`src/rtl/ex_muldiv_unit_pkg.sv`:
```
// Shared definitions for the EX-stage multiply/divide engine: opcodes, FSM states,
// and opcode classification helpers.
package ex_muldiv_unit_pkg;

  typedef enum logic [1:0] {
    OP_MULT  = 2'b00,
    OP_MULTU = 2'b01,
    OP_DIV   = 2'b10,
    OP_DIVU  = 2'b11
  } op_e;

  typedef enum logic [1:0] {
    S_IDLE = 2'b00,
    S_BUSY = 2'b01,
    S_DONE = 2'b10
  } state_e;

  localparam int DEF_WIDTH = 32;

  function automatic logic is_signed_op(input op_e op);
    return (op == OP_MULT) || (op == OP_DIV);
  endfunction

  function automatic logic is_div_op(input op_e op);
    return (op == OP_DIV) || (op == OP_DIVU);
  endfunction

endpackage

```
`src/rtl/ex_muldiv_unit_step_dp.sv`:
```
// Accumulator datapath: one shift-add multiply step or one restoring
// shift-subtract divide step per enabled cycle, on unsigned magnitudes.
module ex_muldiv_unit_step_dp #(
  parameter int WIDTH = 32
) (
  input  logic             clk_i,
  input  logic             rst_i,
  input  logic             load_i,
  input  logic             step_i,
  input  logic             is_div_i,
  input  logic [WIDTH-1:0] lo_init_i,
  input  logic [WIDTH-1:0] b_init_i,
  output logic [WIDTH-1:0] acc_hi_o,
  output logic [WIDTH-1:0] acc_lo_o
);

  logic [WIDTH-1:0] acc_hi_q, acc_hi_d;
  logic [WIDTH-1:0] acc_lo_q, acc_lo_d;
  logic [WIDTH-1:0] b_q, b_d;
  logic [WIDTH:0]   rem_sh;
  logic [WIDTH:0]   addsub_a;
  logic [WIDTH:0]   addsub;
  logic             ge;

  // One WIDTH+1 adder serves both ops; the extra bit keeps the unsigned multiply carry.
  assign rem_sh   = {acc_hi_q, acc_lo_q[WIDTH-1]};
  assign addsub_a = is_div_i ? rem_sh : {1'b0, acc_hi_q};
  assign addsub   = is_div_i ? (addsub_a - {1'b0, b_q}) : (addsub_a + {1'b0, b_q});
  assign ge       = rem_sh >= {1'b0, b_q};

  always_comb begin
    acc_hi_d = acc_hi_q;
    acc_lo_d = acc_lo_q;
    b_d      = b_q;
    if (load_i) begin
      acc_hi_d = '0;
      acc_lo_d = lo_init_i;
      b_d      = b_init_i;
    end else if (step_i) begin
      if (is_div_i) begin
        if (ge) begin
          acc_hi_d = addsub[WIDTH-1:0];
          acc_lo_d = {acc_lo_q[WIDTH-2:0], 1'b1};
        end else begin
          acc_hi_d = rem_sh[WIDTH-1:0];
          acc_lo_d = {acc_lo_q[WIDTH-2:0], 1'b0};
        end
      end else if (acc_lo_q[0]) begin
        acc_hi_d = addsub[WIDTH:1];
        acc_lo_d = {addsub[0], acc_lo_q[WIDTH-1:1]};
      end else begin
        acc_hi_d = {1'b0, acc_hi_q[WIDTH-1:1]};
        acc_lo_d = {acc_hi_q[0], acc_lo_q[WIDTH-1:1]};
      end
    end
  end

  always_ff @(posedge clk_i) begin
    if (rst_i) begin
      acc_hi_q <= '0;
      acc_lo_q <= '0;
      b_q      <= '0;
    end else begin
      acc_hi_q <= acc_hi_d;
      acc_lo_q <= acc_lo_d;
      b_q      <= b_d;
    end
  end

  assign acc_hi_o = acc_hi_q;
  assign acc_lo_o = acc_lo_q;

endmodule

```
`src/rtl/ex_muldiv_unit.sv`:
```
// Iterative MULT/MULTU/DIV/DIVU engine for the EX stage; stalls the front of the
// pipe while busy and presents a sign-corrected HI/LO pair with a one-cycle done.
//
// state  | meaning
// S_IDLE | waiting for start; stall follows start combinationally
// S_BUSY | one datapath step per cycle, ITERS steps total
// S_DONE | hi/lo valid, done pulse, pipeline released
module ex_muldiv_unit
  import ex_muldiv_unit_pkg::*;
#(
  parameter int WIDTH = DEF_WIDTH,
  parameter int ITERS = DEF_WIDTH
) (
  input  logic             clk_i,
  input  logic             rst_i,
  input  logic             flush_i,
  input  logic             start_i,
  input  logic [1:0]       op_i,
  input  logic [WIDTH-1:0] rs_val_i,
  input  logic [WIDTH-1:0] rt_val_i,
  output logic             stall_o,
  output logic             done_o,
  output logic [WIDTH-1:0] hi_o,
  output logic [WIDTH-1:0] lo_o
);

  localparam int CW = (ITERS > 1) ? $clog2(ITERS) : 1;

  state_e           state_q, state_d;
  logic [CW-1:0]    count_q, count_d;
  op_e              op_q;
  logic             neg_a_q, neg_b_q, dz_q;
  logic [WIDTH-1:0] hi_q, lo_q;

  op_e              op_in;
  logic             sgn_in, load, step, last_step;
  logic [WIDTH-1:0] a_mag, b_mag;
  logic [WIDTH-1:0] acc_hi, acc_lo;
  logic [WIDTH-1:0] res_hi, res_lo;

  assign op_in     = op_e'(op_i);
  assign sgn_in    = is_signed_op(op_in);
  assign a_mag     = (sgn_in && rs_val_i[WIDTH-1]) ? -rs_val_i : rs_val_i;
  assign b_mag     = (sgn_in && rt_val_i[WIDTH-1]) ? -rt_val_i : rt_val_i;
  assign load      = (state_q == S_IDLE) && start_i && !flush_i;
  assign step      = (state_q == S_BUSY) && !flush_i;
  assign last_step = (count_q == CW'(ITERS - 1));

  ex_muldiv_unit_step_dp #(.WIDTH(WIDTH)) u_dp (
    .clk_i     (clk_i),
    .rst_i     (rst_i),
    .load_i    (load),
    .step_i    (step),
    .is_div_i  (is_div_op(op_q)),
    .lo_init_i (is_div_op(op_in) ? a_mag : b_mag),
    .b_init_i  (is_div_op(op_in) ? b_mag : a_mag),
    .acc_hi_o  (acc_hi),
    .acc_lo_o  (acc_lo)
  );

  always_ff @(posedge clk_i) begin
    if (rst_i) begin
      state_q <= S_IDLE;
    end else begin
      state_q <= state_d;
    end
  end

  always_comb begin
    state_d = state_q;
    if (flush_i) begin
      state_d = S_IDLE;
    end else begin
      case (state_q)
        S_IDLE:  if (start_i) state_d = S_BUSY;
        S_BUSY:  if (last_step) state_d = S_DONE;
        S_DONE:  state_d = S_IDLE;
        default: state_d = S_IDLE;
      endcase
    end
  end

  always_comb begin
    stall_o = 1'b0;
    done_o  = 1'b0;
    case (state_q)
      S_IDLE:  stall_o = start_i && !flush_i;
      S_BUSY:  stall_o = 1'b1;
      S_DONE:  done_o  = !flush_i;
      default: ;
    endcase
  end

  always_comb begin
    count_d = count_q;
    if (load) begin
      count_d = '0;
    end else if (state_q == S_BUSY) begin
      count_d = count_q + 1'b1;
    end
  end

  always_ff @(posedge clk_i) begin
    if (rst_i) begin
      count_q <= '0;
      op_q    <= OP_MULT;
      neg_a_q <= 1'b0;
      neg_b_q <= 1'b0;
      dz_q    <= 1'b0;
    end else begin
      count_q <= count_d;
      if (load) begin
        op_q    <= op_in;
        neg_a_q <= sgn_in & rs_val_i[WIDTH-1];
        neg_b_q <= sgn_in & rt_val_i[WIDTH-1];
        dz_q    <= (rt_val_i == '0);
      end
    end
  end

  // Divide-by-zero keeps the all-ones quotient; the remainder correction restores rs_val.
  always_comb begin
    res_hi = acc_hi;
    res_lo = acc_lo;
    if (is_div_op(op_q)) begin
      if (is_signed_op(op_q) && (neg_a_q ^ neg_b_q) && !dz_q) res_lo = -acc_lo;
      if (is_signed_op(op_q) && neg_a_q) res_hi = -acc_hi;
    end else if (is_signed_op(op_q) && (neg_a_q ^ neg_b_q)) begin
      {res_hi, res_lo} = -{acc_hi, acc_lo};
    end
  end

  always_ff @(posedge clk_i) begin
    if (rst_i) begin
      hi_q <= '0;
      lo_q <= '0;
    end else if (done_o) begin
      hi_q <= res_hi;
      lo_q <= res_lo;
    end
  end

  assign hi_o = done_o ? res_hi : hi_q;
  assign lo_o = done_o ? res_lo : lo_q;

endmodule

```
`config.mk`:
```
export PLATFORM = sky130hd
export DESIGN_NAME = ex_muldiv_unit
export DESIGN_NICKNAME = d
export VERILOG_FILES = /design/src/rtl/ex_muldiv_unit_pkg.sv /design/src/rtl/ex_muldiv_unit_step_dp.sv /design/src/rtl/ex_muldiv_unit.sv
export SDC_FILE = /design/constraint.sdc
export NUM_CORES = 1
export LEC_CHECK = 0
export ABC_AREA = 1
export CAP_MARGIN = 10
export CORE_MARGIN = 2
export CORE_UTILIZATION = 57
export CTS_CLUSTER_DIAMETER = 60
export CTS_CLUSTER_SIZE = 28
export DETAILED_ROUTE_END_ITERATION = 10
export PLACE_DENSITY = 0.78
export SKIP_CTS_REPAIR_TIMING = 1
export SLEW_MARGIN = 20
export SYNTH_ARGS = -nofsm -noshare
export SYNTH_HDL_FRONTEND = slang
export SYNTH_HIERARCHICAL = 1
export SYNTH_SLANG_ARGS = --single-unit
```
`constraint.sdc`:
```
create_clock -name clk_i -period 5.7 [get_ports clk_i]
set_input_delay 1.14 -clock clk_i [delete_from_list [all_inputs] [get_ports clk_i]]
set_output_delay 1.14 -clock clk_i [all_outputs]
set_load 0.005 [all_outputs]
```
Yosys cells after proc, flatten, opt, wreduce, memory -nomap -nowiden
Index checks and enable logic that the tools add are counted.

Register bits after elaboration: 172. Bits of input ports: 70. Output and inout port bits: 66.

Add/sub/neg operators: 8. Magnitude comparators: 1. Equal/unequal tests: 9. Mux-type cells: 27. Bitwise operators: 3. Reduce and logical (&&, ||, !) cells: 23.

Operators by type and width (count): $mux 32 (19); $neg 32->32 (4); $mux 33 (2); $neg 64->64 (1); $add 33x32->33 (1); $ge 33x32->1 (1); $sub 33x32->33 (1); $logic_not 32->1 (1); $eq 2x2->1 const B (5); $logic_and 1x1->1 (9); $logic_not 2->1 (3); $add 5x1->5 const B (1); $eq 5x5->1 const B (1); $logic_or 1x1->1 (4); $mux 2 (2); $ne 2x2->1 const B (2); $pmux 2 s2 (1); $reduce_or 2->1 (2); $and 1x1->1 (2); $eq 2x1->1 const B (1); $logic_not 1->1 (2); $mux 1 (2); $pmux 1 s2 (1); $reduce_and 2->1 (1); 2 further kinds (2).

Depth between registers and ports, before layout
Gate-level depths: netlist of the first run.

Depth after elaboration: 9. Mapped depth: 27.

Cells and area by module
The synthesis of the first run kept the hierarchy.

Modules (own cells, without submodules): ex_muldiv_unit_step_dp (instances 1, cells an instance 1602, area an instance 9325.2 sq um, sequential area each 1921.8 sq um); ex_muldiv_unit (instances 1, cells an instance 1501, area an instance 8214.1 sq um, sequential area each 1521.5 sq um).

Worst setup path before layout of the first run
No wires, ideal clock.

Path kind: register to register. From: reg op_q[1]. To: reg u_dp.acc_hi_q[25] (netlist: u_dp/acc_hi_o[25]). Library setup time: 117 ps. Arrival time: 3026 ps. Required time: 5583 ps. Path slack: 2557 ps. Stages on the path, launching flop included: 26. Buffers on the path: 6. Cell sequence: dfxtp_1 buf_2 clkbuf_1 clkbuf_1 buf_2 buf_2 clkbuf_1 nand2_1 o21ai_0 ha_1 inv_1 fa_1 nand2_1 nand2_1 nand3_1 nand2_1 nand2_1 nand2_1 nand2_1 nand2_1 nand2_1 nand3_1 nand2_1 nand2_1 nor2_1 nor2_1.

Word-level cells in the longest chain between the ends: 7. Elaborated cells between the ends (all ways): 10. Those cells by class: 2 x add/sub; 2 x eq/ne; 5 x mux; 1 x reduce/logical.

RTL lines: start: declaration (RTL line ex_muldiv_unit.sv:31) `op_e op_q;`; start signal: assignment (RTL line ex_muldiv_unit.sv:113) `op_q <= op_in;`; $eq 2x2->1 (RTL line ex_muldiv_unit_pkg.sv:25) `return (op == OP_DIV) || (op == OP_DIVU);`; $logic_or 1x1->1 * (RTL line ex_muldiv_unit_pkg.sv:25); $mux 33 (RTL line ex_muldiv_unit_step_dp.sv:27) `assign addsub_a = is_div_i ? rem_sh : {1'b0, acc_hi_q};`; $add 33x32->33 / $sub 33x32->33 (equally long branches) (RTL line ex_muldiv_unit_step_dp.sv:28) `assign addsub = is_div_i ? (addsub_a - {1'b0, b_q}) : (addsub_a + {1'b0, b_q});`; $mux 33 (RTL line ex_muldiv_unit_step_dp.sv:28); $mux 32 (on tied branches) (RTL line ex_muldiv_unit_step_dp.sv:48, ex_muldiv_unit_step_dp.sv:41); $mux 32 * (RTL line ex_muldiv_unit_step_dp.sv:40) `if (is_div_i) begin`; end signal: assignment (RTL line ex_muldiv_unit_step_dp.sv:64) `acc_hi_q <= acc_hi_d;`; end: declaration (RTL line ex_muldiv_unit_step_dp.sv:17) `logic [WIDTH-1:0] acc_hi_q, acc_hi_d;`.

Mark *: on every way between the ends. The rest lies on a longest branch, timed or not. A chain may end at the register's enable or synchronous reset.

Worst setup path in the final report of the first run
From: in flush_i. To: out hi_o[16].

Word-level cells in the longest chain between the ends: 3.

RTL lines: start: declaration (RTL line ex_muldiv_unit.sv:16) `input logic flush_i,`; $logic_not 1->1 (RTL line ex_muldiv_unit.sv:89) `S_DONE: done_o = !flush_i;`; $mux 1 (RTL line ex_muldiv_unit.sv:86) `case (state_q)`; $mux 32; end: declaration (RTL line ex_muldiv_unit.sv:23) `output logic [WIDTH-1:0] hi_o,`.

No other way between the ends.

==> run_results.csv, run 1 <==
group,metric,value,unit
placement,portBuffers,135,
clock_network,cts.sinks,172,
final_layout,final_common_cell,"nand2_1",
floorplan,die-area,0.0322,sq mm
worst_setup_path,path_max_fanout,48,
pwr,pwr-share-comb,37.3,%
pwr,clkPwrFrac,30.5,%
clock_network,path_clk_slew,0.07,ns
logic_synthesis,synth_cells,3103,
route,via_count,20600,
worst_hold_path,hold_depth,2,
global_route,grt_max_degree,75,
clock_network,cts_buffers,17,
floorplan,initial_core_util,57.6,%
clock_network,htree_levels,4,
global_route,antenna_found_initial,0,
placement,gp_congestion,0.991,
worst_setup_path,crit_type,"in -> out",
logic_synthesis,syn-cell-area,0.0175,sq mm
final_layout,layout.nets,3298,
route,drtAntennaViolNets,0,
logic_synthesis,synth_edf_count,0,
route,wl_per_cell,17.0,um
final_layout,drive_gt1_share,5.68,%
pwr,switchingPower,1690,uW
logic_synthesis,yosysWarnings,6,
global_route,grt_overflow,0,
logic_synthesis,yosysSeqAreaShare,19.6,%
logic_synthesis,ys.flop_type,"dfxtp_1",
pwr,p_int,2420,uW
global_route,grt_usage,36.6,%
route,viasPerCell,5.77,
worst_setup_path,reg2reg_from,"u_dp/b_q[0]",
clock_network,cts_root_buffer,"clkbuf_16",
worst_setup_path,arrival,3.43,ns
logic_synthesis,synth_cell_types,48,
worst_setup_path,endpoint_kind,"output port",
final_layout,layout_common_cells,"988 x nand2_1, 396 x inv_1, 295 x nor2_1, 243 x nand3_1, 175 x a21oi_1",
final_layout,area_delta_synth_final,11.8,%
timing,tns,0,ns
worst_setup_path,startpoint_type,"primary input",
pwr,p_sw_share,41.2,%
timing,worstMarginPinSlew,0.956,ns
floorplan,rows,64,
clock_network,tritoncts,"built",
timing,fin_crit,4.57,ns
floorplan,pin_count,136,
pwr,power.density,209,mW/mm^2
timing,relSlewSlack,36.2,%
outcome,outcome,"complete, no violations",
route,wirelength,60700,um
logic_synthesis,syn_nets,3246,
timing,fin_crit_sh,80.2,%
clock_network,clk_latency,0.46,ns
final_layout,nFillCells,2977,
floorplan,die-width,179,um
flow_run,maxCapViolations,0,
floorplan,die_y,179,um
timing,rsz0062_at_grt,"false",
worst_hold_path,hp-class,"reg -> reg",
route,drtPass1Iterations,7,
worst_setup_path,crit_required,4.56,ns
timing,drv_slew,0,
clock_network,cts_buffer_depth,2,
global_route,grt_pass1_vias,18800,
pwr,leakagePower,0.00970,uW
floorplan,core_region_area,0.0304,sq mm
pwr,vdd_drop_max,261,uV
worst_hold_path,hold_start,"hi_q[23]",
timing,clock.fmax,219,MHz
logic_synthesis,synth-async-reset-ratio,0,%
placement,place_area,0.0190,sq mm
final_layout,fin_area,0.0196,sq mm
route,detail_route.iter0.violations,2232,
placement,place_hpwl,47400,um
final_layout,n_antenna_cell,0,
timing,setup_viol_count_final,0,
route,drcViolationCount,0,
logic_synthesis,avgSynthCellArea,5.65,sq um
worst_setup_path,rr_worst_depth,24,
worst_hold_path,hold_path_end,"hi_q[23]",
worst_setup_path,r2r_slack,1.82,ns
final_layout,multi_input_area,0.0120,sq mm
global_route,grt_pass1_wl,96000,um
timing,finalHoldViolCount,0,
pwr,finalPower,4110,uW
final_layout,seqCellArea,0.00345,sq mm
worst_setup_path,r2r_end,"u_dp/acc_hi_o[28]",
pwr,p_seq_share,32.1,%
timing,clock_skew,0.0131,ns
logic_synthesis,ys_ff_latch,172,
==> worst max-delay path, cell delays in order <==
cell and delay (ns):
clkdlybuf4s50_1 0.53, inv_1 0.11, nand3_2 0.09, inv_2 0.46, buf_12 0.29, or2_2 0.15, nand2_1 0.06, inv_1 0.06
clkdlybuf4s50_1 0.49
==> synthesized netlist by cell type (21+ instances only) <==
cell,n,area (sq um)
clkbuf_1,72,270
o21a_1,28,210
inv_2,24,90.1
a21oi_1,175,876
dfxtp_1,172,3440
nand4_1,50,313
o21ai_0,169,846
nor2_1,299,1120
a211oi_1,38,285
inv_1,396,1490
nand2_1,988,3710
o21ai_1,28,140
a31oi_1,35,219
ha_1,72,901
nor3_1,29,145
nor2_2,22,138
xor2_1,80,701
buf_2,21,105
nand3_1,244,1220
==> sequential cells by signal, summed over array words and instances (netlist names) <==
signal,cells
neg_b_q,1
dz_q,1
u_dp/acc_lo_o,32
op_q,2
lo_q,32
count_q,5
u_dp/b_q,32
hi_q,32
state_q,2
neg_a_q,1
u_dp/acc_hi_o,32
==> per-stage QoR <==
stage / hold slack (ns) / setup WS, ns / util [%] / instances
after detailed placement: 0.465 / 1.15 / 62.4 / 3532
after global routing: 0.489 / 1.01 / 64.5 / 3564
after floorplan: 0.444 / 2.56 / - / 3103
after global placement: 0.454 / 1.22 / 62.4 / 3532
after CTS: 0.476 / 1.14 / 64.4 / 3564
final: 0.475 / 1.13 / 64.5 / 3564
==> final cells by class <==
class | instances | area share (%)
clock inverter | 11 | 0.778
inverter | 422 | 8.09
multi-input combinational | 2390 | 61.1
tap | 396 | 2.53
timing repair buffer | 152 | 7.56
clock buffer | 21 | 2.35
sequential | 172 | 17.6
==> worst max path at each step <==
stage            start  cells after the start                 to  slack (ns)
6_report       flush_i                      9           hi_o[16]        1.13
5_1_grt        flush_i                      9            hi_o[7]        1.01
4_1_cts        flush_i                      9           hi_o[16]        1.14
3_5_place_dp   flush_i                      9           hi_o[16]        1.15
3_3_place_gp   flush_i                      9           hi_o[26]        1.22
2_1_floorplan  op_q[1]                     25  u_dp/acc_hi_o[25]        2.56
==> metal layers <==
metal	vias to the layer above	part of all wire [%]	global-route usage, %
li1	10100	-	-
met1	9320	43	47.5
met2	991	45	59.2
met3	189	8.1	6.14
met4	0	4.7	17.3
met5	-	0	0
==> kinds of logic after synthesis <==
group                      count (synthesis)  synth area share (%)
adders and majority gates                 73                  5.25
xor gates and xnor gates                  93                  4.64
AOI/OAI and AO/OA                        495                  15.7
buffers and inverters                    541                  12.1
DFF                                      172                  19.6
and+or+nand+nor                         1729                  42.6
==> power by group through the flow <==
stage               logic (uW)  clock network, uW  registers (uW)
detailed placement        1490                  0            1340
CTS                       1500               1260            1320
global route              1690               1310            1320
floorplan                 1110                  0            1310
global placement          1470                  0            1340
finish                    1530               1250            1320
Note: power is estimated with default switching activity, not from simulation.
==> run 2: changes to the inputs <==
==> constraint.sdc (replaced) <==
create_clock -name clk_i -period 4.7 [get_ports clk_i]
set_input_delay 0.94 -clock clk_i [delete_from_list [all_inputs] [get_ports clk_i]]
set_output_delay 0.94 -clock clk_i [all_outputs]
set_load 0.005 [all_outputs]
==> run_results.csv, run 2 (synthesis gave the netlist of run 1 again) <==
group,metric,value,unit
final_layout,final_common_cell,"nand2_1",
floorplan,pin_count,136,
worst_setup_path,startpoint_type,"primary input",
floorplan,rows,64,
worst_setup_path,startpoint,"flush_i",
clock_network,path_clk_slew,0.07,ns
route,drtAntennaViolNets,0,
floorplan,initial_core_util,57.6,%
clock_network,cts_buffer_depth,2,
worst_hold_path,hold_start,"hi_q[31]",
clock_network,cts_root_buffer,"clkbuf_16",
global_route,grt_pass1_wl,98400,um
placement,place_hpwl,48200,um
placement,place_area,0.0191,sq mm
route,drcViolationCount,0,
flow_run,maxCapViolations,0,
final_layout,area_delta_synth_final,12.1,%
floorplan,die_y,179,um
timing,finalHoldViolCount,0,
timing,relSlewSlack,32.6,%
timing,drv_slew,0,
clock_network,cts_buffers,17,
timing,fin_crit,4.20,ns
global_route,grt_overflow,0,
outcome,outcome,"complete, no violations",
pwr,vdd_drop_max,287,uV
worst_setup_path,path_max_fanout,44,
worst_setup_path,r2r_slack,0.90,ns
worst_setup_path,arrival,3.26,ns
clock_network,htree_levels,4,
timing,rsz0062_at_grt,"false",
pwr,leakagePower,0.00973,uW
global_route,grt_pass1_vias,18900,
floorplan,die-area,0.0322,sq mm
timing,setup_viol_count_final,0,
clock_network,clk_latency,0.47,ns
final_layout,n_antenna_cell,0,
placement,gp_congestion,1.03,
worst_setup_path,crit_type,"in -> out",
timing,worstMarginPinSlew,1.01,ns
route,drtPass1Iterations,7,
worst_setup_path,reg2reg_from,"op_q[1]",
final_layout,fin_area,0.0197,sq mm
pwr,power.density,253,mW/mm^2
global_route,antenna_found_initial,1,
floorplan,core_region_area,0.0304,sq mm
worst_setup_path,crit_required,3.76,ns
timing,clock_skew,0.0164,ns
global_route,grt_max_degree,118,
final_layout,layout.nets,3307,
worst_setup_path,endpoint_kind,"output port",
global_route,grt_usage,37.5,%
route,detail_route.iter0.violations,2433,
timing,fin_crit_sh,89.5,%
floorplan,die-width,179,um
route,wirelength,62300,um
clock_network,tritoncts,"built",
timing,clock.fmax,238,MHz
route,viasPerCell,5.80,
route,wl_per_cell,17.4,um
final_layout,drive_gt1_share,5.95,%
clock_network,cts.sinks,172,
timing,tns,0,ns
route,via_count,20700,
worst_hold_path,hp-class,"reg -> reg",
placement,portBuffers,135,
final_layout,layout_common_cells,"988 x nand2_1, 396 x inv_1, 295 x nor2_1, 243 x nand3_1, 175 x a21oi_1",
-- run 2: cell count changes in the layout (fill, tap and decap cells not counted), sizes merged --
cell      delta
clkinvlp     +2
buf          +9
clkinv       -1
clkbuf       -3
inv          +1
-- run 2: worst max-delay path, cell delays in order --
cell and delay, ns:
clkdlybuf4s50_1 0.55, inv_1 0.12, nand3_2 0.09, inv_2 0.55
buf_4 0.29, nand3_1 0.14, nand2_1 0.09, clkdlybuf4s50_1 0.49
-- run 2: cell type report --
| class | count | area, sq um |
|---|---|---|
| clock buffers | 18 | 429 |
| clock inverters | 13 | 158 |
| fillers | 2991 | 10800 |
| inverters | 422 | 1590 |
| multi-input cells | 2390 | 12000 |
| flip-flops and latches | 172 | 3450 |
| well taps | 396 | 495 |
| repair buffers | 161 | 1560 |
-- run 2: stage by stage --
| stage | hold WS (ns) | total power [uW] | setup WS [ns] | util (%) | std cells |
|---|---|---|---|---|---|
| 6_report | 0.475 | 4970 | 0.495 | 64.6 | 3572 |
| 3_5_place_dp | 0.466 | 3450 | 0.526 | 62.7 | 3541 |
| 4_1_cts | 0.476 | 4920 | 0.524 | 64.6 | 3572 |
| 2_1_floorplan | 0.444 | 2930 | 1.56 | - | 3103 |
| 5_1_grt | 0.492 | 5220 | 0.300 | 64.6 | 3572 |
| 3_3_place_gp | 0.454 | 3430 | 0.631 | 62.7 | 3541 |
-- run 2: per-layer routing --
metal / track usage (%) / vias to the layer above / share of wire (%) / routed length (um)
met3: 5.96 / 190 / 9.0 / 5620
met4: 16.9 / 0 / 4.4 / 2730
met1: 48.8 / 9370 / 41 / 25600
li1: - / 10100 / - / -
met5: 0 / - / 0 / 0
met2: 61.2 / 1070 / 46 / 28400
-- run 2: final timing paths --
| kind | end | depth (start not counted) |
|---|---|---|
| setup / recovery | hi_o[19] | 8 |
| hold / removal | hi_q[31] | 2 |
| setup reg to reg | u_dp/acc_hi_o[14] | 16 |
| hold reg to reg | hi_q[31] | 2 |
-- run 2: report_power, final --
group	internal [uW]	switching, uW
combinational	598	1280
sequential	1500	92.4
clock	797	692
total	2900	2070
